`src/rtl/sysref_capture_ctrl_if.sv`:
```
// Control/status bundle between the AXI-lite register block, the DDC/DMA
// datapath and sysref_capture_ctrl.
interface sysref_capture_ctrl_if #(
    parameter int unsigned CNT_W = 32
);
    logic             arm;
    logic             abort;
    logic [7:0]       sysref_skip;
    logic [CNT_W-1:0] capture_len;
    logic             data_valid;
    logic             nco_reset;
    logic             capture_en;
    logic             busy;
    logic             done;
    logic             aborted;
    logic             arm_err;
    logic             timeout;
    logic [15:0]      sysref_count;

    modport master (
        output arm, abort, sysref_skip, capture_len, data_valid,
        input  nco_reset, capture_en, busy, done, aborted, arm_err, timeout, sysref_count
    );

    modport slave (
        input  arm, abort, sysref_skip, capture_len, data_valid,
        output nco_reset, capture_en, busy, done, aborted, arm_err, timeout, sysref_count
    );
endinterface

```
`src/rtl/sysref_capture_ctrl.sv`:
```
// SYSREF-aligned NCO phase reset and capture_len sample gating for the DDC capture path.
// Define SYSREF_CAPTURE_TIMEOUT_EN to build the WAIT_SR watchdog (TIMEOUT_W bits).
module sysref_capture_ctrl #(
    parameter int unsigned CNT_W       = 32,
    parameter int unsigned SYNC_STAGES = 2,
    parameter int unsigned TIMEOUT_W   = 20
) (
    input  logic                 clk,
    input  logic                 rst,
    input  logic                 sysref_in,
    sysref_capture_ctrl_if.slave ctrl
);
    typedef enum logic [1:0] {
        ST_IDLE,
        ST_WAIT_SR,
        ST_CAPTURE,
        ST_DONE
    } state_e;

    if (SYNC_STAGES < 2 || TIMEOUT_W < 1) begin : g_param_check
        $error("sysref_capture_ctrl: SYNC_STAGES must be >= 2 and TIMEOUT_W >= 1");
    end

    state_e                 state_q, state_d;
    logic [SYNC_STAGES-1:0] sync_q;
    logic                   prev_q;
    logic                   sr_edge;
    logic                   qualify;
    logic [7:0]             skip_q, skip_d;
    logic [7:0]             edge_cnt_q, edge_cnt_d;
    logic [CNT_W-1:0]       len_q, len_d;
    logic [CNT_W-1:0]       smp_cnt_q, smp_cnt_d;
    logic [15:0]            sr_cnt_q, sr_cnt_d;
    logic                   nco_reset;
    logic                   arm_err_q, arm_err_d;
    logic                   aborted_q, aborted_d;
`ifdef SYSREF_CAPTURE_TIMEOUT_EN
    logic [TIMEOUT_W-1:0]   wd_q, wd_d;
    logic                   timeout_q, timeout_d;
`endif

    always_ff @(posedge clk) begin
        if (rst) begin
            sync_q <= '0;
            prev_q <= 1'b0;
        end else begin
            sync_q <= {sync_q[SYNC_STAGES-2:0], sysref_in};
            prev_q <= sync_q[SYNC_STAGES-1];
        end
    end

    assign sr_edge = sync_q[SYNC_STAGES-1] & ~prev_q;
    assign qualify = sr_edge && (edge_cnt_q == skip_q);

    always_ff @(posedge clk) begin
        if (rst) begin
            state_q    <= ST_IDLE;
            skip_q     <= '0;
            edge_cnt_q <= '0;
            len_q      <= '0;
            smp_cnt_q  <= '0;
            sr_cnt_q   <= '0;
            arm_err_q  <= 1'b0;
            aborted_q  <= 1'b0;
`ifdef SYSREF_CAPTURE_TIMEOUT_EN
            wd_q       <= '0;
            timeout_q  <= 1'b0;
`endif
        end else begin
            state_q    <= state_d;
            skip_q     <= skip_d;
            edge_cnt_q <= edge_cnt_d;
            len_q      <= len_d;
            smp_cnt_q  <= smp_cnt_d;
            sr_cnt_q   <= sr_cnt_d;
            arm_err_q  <= arm_err_d;
            aborted_q  <= aborted_d;
`ifdef SYSREF_CAPTURE_TIMEOUT_EN
            wd_q       <= wd_d;
            timeout_q  <= timeout_d;
`endif
        end
    end

    always_comb begin
        state_d    = state_q;
        skip_d     = skip_q;
        edge_cnt_d = edge_cnt_q;
        len_d      = len_q;
        smp_cnt_d  = smp_cnt_q;
        sr_cnt_d   = sr_cnt_q + {15'd0, sr_edge};
        nco_reset  = 1'b0;
        arm_err_d  = 1'b0;
        aborted_d  = 1'b0;
`ifdef SYSREF_CAPTURE_TIMEOUT_EN
        timeout_d  = 1'b0;
        wd_d       = (state_q == ST_WAIT_SR) ? wd_q + 1'b1 : '0;
`endif
        case (state_q)
            ST_IDLE: begin
                if (ctrl.arm && !ctrl.abort) begin
                    if (ctrl.capture_len != '0) begin
                        skip_d     = ctrl.sysref_skip;
                        len_d      = ctrl.capture_len;
                        edge_cnt_d = '0;
                        smp_cnt_d  = '0;
                        state_d    = ST_WAIT_SR;
                    end else begin
                        arm_err_d = 1'b1;
                    end
                end
            end
            ST_WAIT_SR: begin
                if (qualify) begin
                    nco_reset = 1'b1;
                    state_d   = ST_CAPTURE;
                end else begin
                    if (sr_edge) edge_cnt_d = edge_cnt_q + 8'd1;
`ifdef SYSREF_CAPTURE_TIMEOUT_EN
                    if (wd_q == '1) begin
                        timeout_d = 1'b1;
                        state_d   = ST_IDLE;
                    end
`endif
                end
            end
            ST_CAPTURE: begin
                if (ctrl.data_valid) begin
                    if (smp_cnt_q == len_q - CNT_W'(1)) state_d = ST_DONE;
                    else                                smp_cnt_d = smp_cnt_q + CNT_W'(1);
                end
            end
            default: state_d = ST_IDLE;
        endcase

        // Abort overrides whatever the active state decided, including a final sample or expiry.
        if (state_q != ST_IDLE) begin
            if (ctrl.abort) begin
                state_d   = ST_IDLE;
                nco_reset = 1'b0;
                aborted_d = 1'b1;
`ifdef SYSREF_CAPTURE_TIMEOUT_EN
                timeout_d = 1'b0;
`endif
            end else if (ctrl.arm) begin
                arm_err_d = 1'b1;
            end
        end
    end

    assign ctrl.nco_reset    = nco_reset;
    assign ctrl.capture_en   = (state_q == ST_CAPTURE);
    assign ctrl.busy         = (state_q != ST_IDLE);
    assign ctrl.done         = (state_q == ST_DONE);
    assign ctrl.aborted      = aborted_q;
    assign ctrl.arm_err      = arm_err_q;
    assign ctrl.sysref_count = sr_cnt_q;
`ifdef SYSREF_CAPTURE_TIMEOUT_EN
    assign ctrl.timeout      = timeout_q;
`else
    assign ctrl.timeout      = 1'b0;
`endif
endmodule
```
`src/flat_wrapper.sv`:
```
// flat-port wrapper written by rule: the top's interface ports become plain ports
module sysref_capture_ctrl_flat 
#(
    parameter int unsigned CNT_W       = 32,
    parameter int unsigned SYNC_STAGES = 2,
    parameter int unsigned TIMEOUT_W   = 20
)
  (clk, rst, sysref_in, ctrl_arm, ctrl_abort, ctrl_sysref_skip, ctrl_capture_len, ctrl_data_valid, ctrl_nco_reset, ctrl_capture_en, ctrl_busy, ctrl_done, ctrl_aborted, ctrl_arm_err, ctrl_timeout, ctrl_sysref_count);
  sysref_capture_ctrl_if #(.CNT_W(CNT_W)) ctrl_i ();
  input  logic clk;
  input  logic rst;
  input  logic sysref_in;
  input wire logic [$bits(ctrl_i.arm)-1:0] ctrl_arm;
  input wire logic [$bits(ctrl_i.abort)-1:0] ctrl_abort;
  input wire logic [$bits(ctrl_i.sysref_skip)-1:0] ctrl_sysref_skip;
  input wire logic [$bits(ctrl_i.capture_len)-1:0] ctrl_capture_len;
  input wire logic [$bits(ctrl_i.data_valid)-1:0] ctrl_data_valid;
  output wire logic [$bits(ctrl_i.nco_reset)-1:0] ctrl_nco_reset;
  output wire logic [$bits(ctrl_i.capture_en)-1:0] ctrl_capture_en;
  output wire logic [$bits(ctrl_i.busy)-1:0] ctrl_busy;
  output wire logic [$bits(ctrl_i.done)-1:0] ctrl_done;
  output wire logic [$bits(ctrl_i.aborted)-1:0] ctrl_aborted;
  output wire logic [$bits(ctrl_i.arm_err)-1:0] ctrl_arm_err;
  output wire logic [$bits(ctrl_i.timeout)-1:0] ctrl_timeout;
  output wire logic [$bits(ctrl_i.sysref_count)-1:0] ctrl_sysref_count;
  assign ctrl_i.arm = ctrl_arm;
  assign ctrl_i.abort = ctrl_abort;
  assign ctrl_i.sysref_skip = ctrl_sysref_skip;
  assign ctrl_i.capture_len = ctrl_capture_len;
  assign ctrl_i.data_valid = ctrl_data_valid;
  assign ctrl_nco_reset = ctrl_i.nco_reset;
  assign ctrl_capture_en = ctrl_i.capture_en;
  assign ctrl_busy = ctrl_i.busy;
  assign ctrl_done = ctrl_i.done;
  assign ctrl_aborted = ctrl_i.aborted;
  assign ctrl_arm_err = ctrl_i.arm_err;
  assign ctrl_timeout = ctrl_i.timeout;
  assign ctrl_sysref_count = ctrl_i.sysref_count;
  sysref_capture_ctrl #(.CNT_W(CNT_W), .SYNC_STAGES(SYNC_STAGES), .TIMEOUT_W(TIMEOUT_W)) u_core (.clk(clk), .rst(rst), .sysref_in(sysref_in), .ctrl(ctrl_i));
endmodule
```
`config.mk`:
```
export PLATFORM = sky130hd
export DESIGN_NAME = sysref_capture_ctrl_flat
export DESIGN_NICKNAME = d
export VERILOG_FILES = /design/src/rtl/sysref_capture_ctrl_if.sv /design/src/rtl/sysref_capture_ctrl.sv /design/src/flat_wrapper.sv
export SDC_FILE = /design/constraint.sdc
export NUM_CORES = 1
export LEC_CHECK = 0
export CORE_MARGIN = 4
export CORE_UTILIZATION = 35
export CTS_BUF_LIST = sky130_fd_sc_hd__clkbuf_8 sky130_fd_sc_hd__clkbuf_16
export CTS_CLUSTER_SIZE = 12
export DETAILED_ROUTE_END_ITERATION = 8
export GPL_TIMING_DRIVEN = 0
export PLACE_DENSITY_LB_ADDON = 0.15
export SYNTH_ARGS = -nofsm -noshare
export SYNTH_HDL_FRONTEND = slang
export SYNTH_SLANG_ARGS = --single-unit
```
`constraint.sdc`:
```
create_clock -name clk -period 4.2 [get_ports clk]
set_clock_uncertainty 0.05 [all_clocks]
set_input_delay 0.63 -clock clk [delete_from_list [all_inputs] [get_ports clk]]
set_output_delay 0.63 -clock clk [all_outputs]
set_load 0.01 [all_outputs]
```
# ---- After elaboration in Yosys (flattened, before gate mapping)
# Cells that the tools add are included.
dict set report word_totals {
  output_inout_bits 23
  in_bits 46
  reg_bits 103
}
dict set report op_classes {
  muxes 29
  n_eq_ne 11
  reduce_logical 12
  addsub 4
  n_bitwise 3
}
# cell count
set op_table {}
lappend op_table {{32-bit 2-to-1 mux} 4}
lappend op_table {{32-bit one-hot mux with 2 select lines} 1}
lappend op_table {{32-bit by 1-bit adder with 32-bit output, second input constant} 1}
lappend op_table {{32-bit equality test} 1}
lappend op_table {{8-bit 2-to-1 mux} 4}
lappend op_table {{32-bit nonzero test} 1}
lappend op_table {{32-bit by 1-bit subtractor with 32-bit output, second input constant} 1}
lappend op_table {{16-bit by 1-bit adder with 16-bit output} 1}
lappend op_table {{8-bit one-hot mux with 2 select lines} 1}
lappend op_table {{2-bit 2-to-1 mux} 7}
lappend op_table {{1-bit 2-to-1 mux} 11}
lappend op_table {{5-bit AND reduction} 2}
lappend op_table {{8-bit by 1-bit adder with 8-bit output, second input constant} 1}
lappend op_table {{8-bit equality test} 1}
lappend op_table {{2-bit by 1-bit != test with 1-bit output, second input constant} 3}
lappend op_table {{2-bit != test, second input constant} 3}
lappend op_table {{2-bit one-hot mux with 3 select lines} 1}
lappend op_table {{2-bit nonzero test} 3}
lappend op_table {{2-bit equality test, second input constant} 2}
lappend op_table {{3-bit AND reduction} 1}
lappend op_table {{2-bit by 1-bit equality test with 1-bit output, second input constant} 1}
lappend op_table {{1-bit logical AND} 2}
lappend op_table {{2-bit zero test} 1}
lappend op_table {{1-bit inverter} 2}
lappend op_table {{other kinds (3)} 3}

# ---- Logic depth before layout (Yosys ltp)
dict set report depth {
  depth_word 7
  ltp_mapped 13
  mapped_depth_nobuf 11
}

# ---- Worst setup path before layout
# No wires, ideal clock.
dict set report synth_path {
  path_kind {flip-flop to flip-flop}
  startpoint {register u_core.len_q[4]}
  endpoint {register u_core.smp_cnt_q[0]}
  slack_ps 900
  path_buffers 4
  stages_incl_launch_ff 14
  arrival_time_ps 3121
  cell_sequence {dfxtp_1 buf_6 or4_1 buf_2 or3_4 nor4b_2 a31o_2 o211ai_1 or4_4 o21ai_4 buf_6 buf_12 xor2_1 nor2_1}
}
dict set report synth_between {
  elab_chain_len 4
}
# element line
set synth_rtl {}
lappend synth_rtl {{from (decl)} sysref_capture_ctrl.sv:31} ;# logic [CNT_W-1:0] len_q, len_d;
lappend synth_rtl {{from (signal assigned)} sysref_capture_ctrl.sv:73} ;# len_q <= len_d;
lappend synth_rtl {{32-bit by 1-bit subtractor with 32-bit output} sysref_capture_ctrl.sv:129} ;# if (smp_cnt_q == len_q - CNT_W'(1)) state_d = ST_DONE;
lappend synth_rtl {{32-bit equality test} sysref_capture_ctrl.sv:129}
lappend synth_rtl {{2-bit != test (no source line)} -}
lappend synth_rtl {{5-bit AND reduction (no source line)} -}
lappend synth_rtl {{to (signal assigned)} sysref_capture_ctrl.sv:74} ;# smp_cnt_q <= smp_cnt_d;
lappend synth_rtl {{to (decl)} sysref_capture_ctrl.sv:32} ;# logic [CNT_W-1:0] smp_cnt_q, smp_cnt_d;
# Every way passes these cells.
# A chain may end at the register's enable or synchronous reset.

# ---- Final worst setup path
dict set report layout_path {
  startpoint {register u_core.len_q[11]}
  endpoint {register u_core.smp_cnt_q[0]}
}
# The elaborated chain is that of the path after synthesis.

==> metrics.md <==
| Metric | Value |
|---|---|
| Inserted Clock Buffers | 9 |
| Routed Antenna Nets | 0 |
| Yosys Warn Count | 0 |
| WP data arrival | approximately 4200 ps |
| FF-to-FF path depth | 12 |
| Post-synth top area share | 0.370 |
| Routed wire length per instance | ~16 um |
| CTS tree | done |
| NetSw | just under 700 uW |
| Drt initial violations | 290 |
| GRT overflow | 0 |
| Final Cycle Share | 0.951 |
| First-pass GRT wire length | 25200 um |
| DR vias | between 4k and 5k |
| Die Width | 134 um |
| Layout area overhead | 22.7% |
| Status | finished clean |
| Crit end category | flip-flop |
| Initial Util | 0.362 |
| WS Path Type | flip-flop to flip-flop |
| Fin. Hold Viols | 0 |
| Core ar. | 15400 um^2 |
| Min-delay src | u_core.sync_q[0] |
| # DRC | 0 |
| Number of library cell types mapped by synthesis | 56 |
| Postcts setup bufs | 0 |
| PnR worst setup slack | about 200 ps |
| Antenna violations before repair | 0 |
| Placed insts | approximately 930 |
| Top cells by area, synth | dfxtp_1 37%, mux2i_1 7.5%, xor2_1 6.1% |
| Required @ worst endpoint | approximately 4400 ps |
| Cells after synthesis | 654 |
| Int Power | between 1.5 and 2 mW |
| Capture point of the worst reg-to-reg path | u_core.smp_cnt_q[0] |
| Post-synthesis sequential area ratio | 0.370 |
| Synth Net Count | 705 |
| Fin util | 0.444 |
| Detail Placement HPWL | 11900 um |
| Logic pwr share | 0.193 |
| Number of synthesized register bits | ~100 |
| Most frequent cells in the layout | 103 x dfxtp_1, 79 x nor2_1, 67 x clkdlybuf4s50_1 |
| Sw Ratio | 0.286 |
| Number of global-route vias before repair | roughly 4.9k |
| Slowest cell on crit path | nor4_1 |
| Tmin final | 3990 ps |
| FP Rows | between 40 and 50 |
| Final Setup Violations | 0 |
| Worst R2R Setup Slack | slightly above 200 ps |
| CTS clk-pin slew, worst paths | 80 ps |
| Ant diodes | 0 |
| Total track usage | 0.173 |
| Startpoint types | flip-flop |
| Worst r2r src | u_core.len_q[11] |
| Unrepaired setup endpoints after global routing | false |
| Clk buf depth | 2 |
| HP Class | flip-flop to flip-flop |
| Drt pass-1 iters | 4 |
| Buffers on Ports | 67 |
| Final nets | between 700 and 800 |
| Die area | about 18000 um^2 |
| Top cell type by total area after synthesis | dfxtp_1 |
| Clock network power share | 0.371 |
| Post-synth EDFFs | 0 |
| I/O pins | 69 |
| Setup WS pre-CTS | -758 ps |
| Worst-Margin Slew | approximately 920 ps |
| H-tree depth | 3 |
| CP Buf/Inv Count | 3 |
| Drt total wl | ~15000 um |
| Power Density | roughly 350 nW/um^2 |
| Hold path endpoint | u_core.sync_q[1] |
| Mapped cell area | ~5600 um^2 |
| Crit-path max FO | 10 |
| Delay of the slowest critical-path stage | about 840 ps |
| Final Non-Filler Cells | 948 |
| Crit path cell chain | clkbuf_1 > nor4_1 > and4_1 > nand2_1 > o41ai_1 > o211ai_1 > or4_4 > o21ai_4 > buf_6 > buf_12 > xor2_1 > nor2_1 |
| Critical path's top delay family | simple AND/OR/NAND/NOR gates |
| Syn avg cell area | approximately 8.5 um^2 |
| Sequential power share | 0.436 |
| Max-slew violations | 0 |
| Clock latency at the later pin of the worst-skew pair | 350 ps |
| Max-cap violation count | 0 |
| Ys flop type | dfxtp_1 |
| Slew headroom | 0.380 |
| Die Y | about 130 um |
| Share of cells above drive strength 1 | 0.0719 |
| Vias per std cell | 5.26 |
| Post-synth ARST share | 0 |
| Hold path depth | 1 |
| Largest net degree at the start of global routing | 19 |
| Leakage | 2.46 nW |
| Maximum clock frequency | 250 MHz |
| # clock sinks | ~100 |
| Commonest non-fill, non-tap cell in the layout | dfxtp_1 |
| Max IR drop VDD | roughly 0.19 mV |
| CTS Root Cell | clkbuf_16 |
| Routability congestion estimate | approximately 0.84 |
[routing by layer]
metal	vias to the layer above	routed length, um	global-route usage
met1	2349	7380	0.236
met3	19	896	0.0450
met4	0	294	0.0515
met5	-	0	0
li1	2502	-	-
met2	119	6780	0.269
[cells in the mapped netlist, types with 2 or more instances]
cell type	number
inv_1	9
nand2b_1	2
and2_1	3
a31o_2	2
o41ai_1	2
or4_1	18
nor3b_1	7
nand3_1	29
nor2_1	79
o211ai_1	14
nand2_1	41
and3_1	14
nor4_1	21
nor3_1	14
buf_2	2
a211oi_1	2
nand4_1	19
nor4b_2	2
a31oi_1	2
or2_2	3
o21a_1	4
o21ai_2	7
buf_1	7
a21oi_1	25
xor2_1	39
o31ai_1	3
mux2i_1	42
xnor2_1	32
dfxtp_1	103
nor2b_1	8
buf_6	3
ha_1	5
or3b_2	2
or3_1	23
o31a_1	2
o21ai_0	19
clkbuf_1	23
and4_1	4
[power by group through the flow]
stage / clock network (mW) / logic (mW) / registers (mW)
after floorplan: 0 / 0.317 / 1.05
after global placement: 0 / 0.446 / 1.06
after detailed placement: 0 / 0.455 / 1.06
after CTS: 0.914 / 0.458 / 1.04
after global routing: 0.952 / 0.507 / 1.05
final: 0.886 / 0.460 / 1.04
[timing repair]
action | CTS | global route
endpoints found under the hold margin | 0 | 0
setup endpoints to repair | 20 | 24
gates resized for setup | 2 | 8
hold buffers | 0 | 0
pin swaps | 0 | 0
[cells by family after synthesis]
kind of cell,after synthesis,share of synthesized area
and+or+nand+nor,293,0.281
DFF,103,0.370
AOI/OAI and AO/OA,92,0.111
xor gates and xnor gates,71,0.111
buffers and inverters,47,0.0399
muxes,42,0.0753
adders and majority gates,5,0.0112
other,1,0.000672
[area by class of cell]
class	count	area, um^2
Buffer	38	195
Multi-Input combinational cell	504	3310
Clock buffer	10	239
Tap cell	211	264
Timing Repair Buffer	67	671
Sequential cell	103	2060
Inverter	9	33.8
Clock inverter	6	75.1
Fill cell	1581	8580
[registers in the layout, summed over array words and instances, names as in the netlist]
name / count
u_core.ctrl.arm_err: 1
u_core.ctrl.aborted: 1
u_core.ctrl.sysref_count: 16
u_core.len_q: 32
u_core.skip_q: 8
u_core.smp_cnt_q: 32
u_core.prev_q: 1
u_core.state_q: 2
u_core.edge_cnt_q: 8
u_core.sync_q: 2
[worst max path at each step]
| stage | end | slack, ps | start | cells after the start |
|---|---|---|---|---|
| 6_report | u_core.smp_cnt_q[0] | 210 | u_core.len_q[11] | 12 |
| 5_1_grt | u_core.smp_cnt_q[0] | 60 | ctrl_capture_len[17] | 13 |
| 4_1_cts | u_core.smp_cnt_q[18] | 20 | ctrl_capture_len[17] | 13 |
| 3_5_place_dp | u_core.edge_cnt_q[1] | -760 | ctrl_capture_len[16] | 13 |
| 3_3_place_gp | u_core.smp_cnt_q[0] | -720 | ctrl_capture_len[16] | 13 |
| 2_1_floorplan | u_core.smp_cnt_q[0] | 900 | u_core.len_q[4] | 13 |
[through the flow]
step                instance area, um^2  TNS, ps  hold slack, ps  power (mW)
finish                             6850        0             392        2.39
floorplan                          5580        0             364        1.37
CTS                                6830        0             394        2.41
global route                       6850        0             419        2.50
global placement                   6520   -11910             371        1.51
detailed placement                 6520   -13170             376        1.52
(Power assumes the default switching activity.)
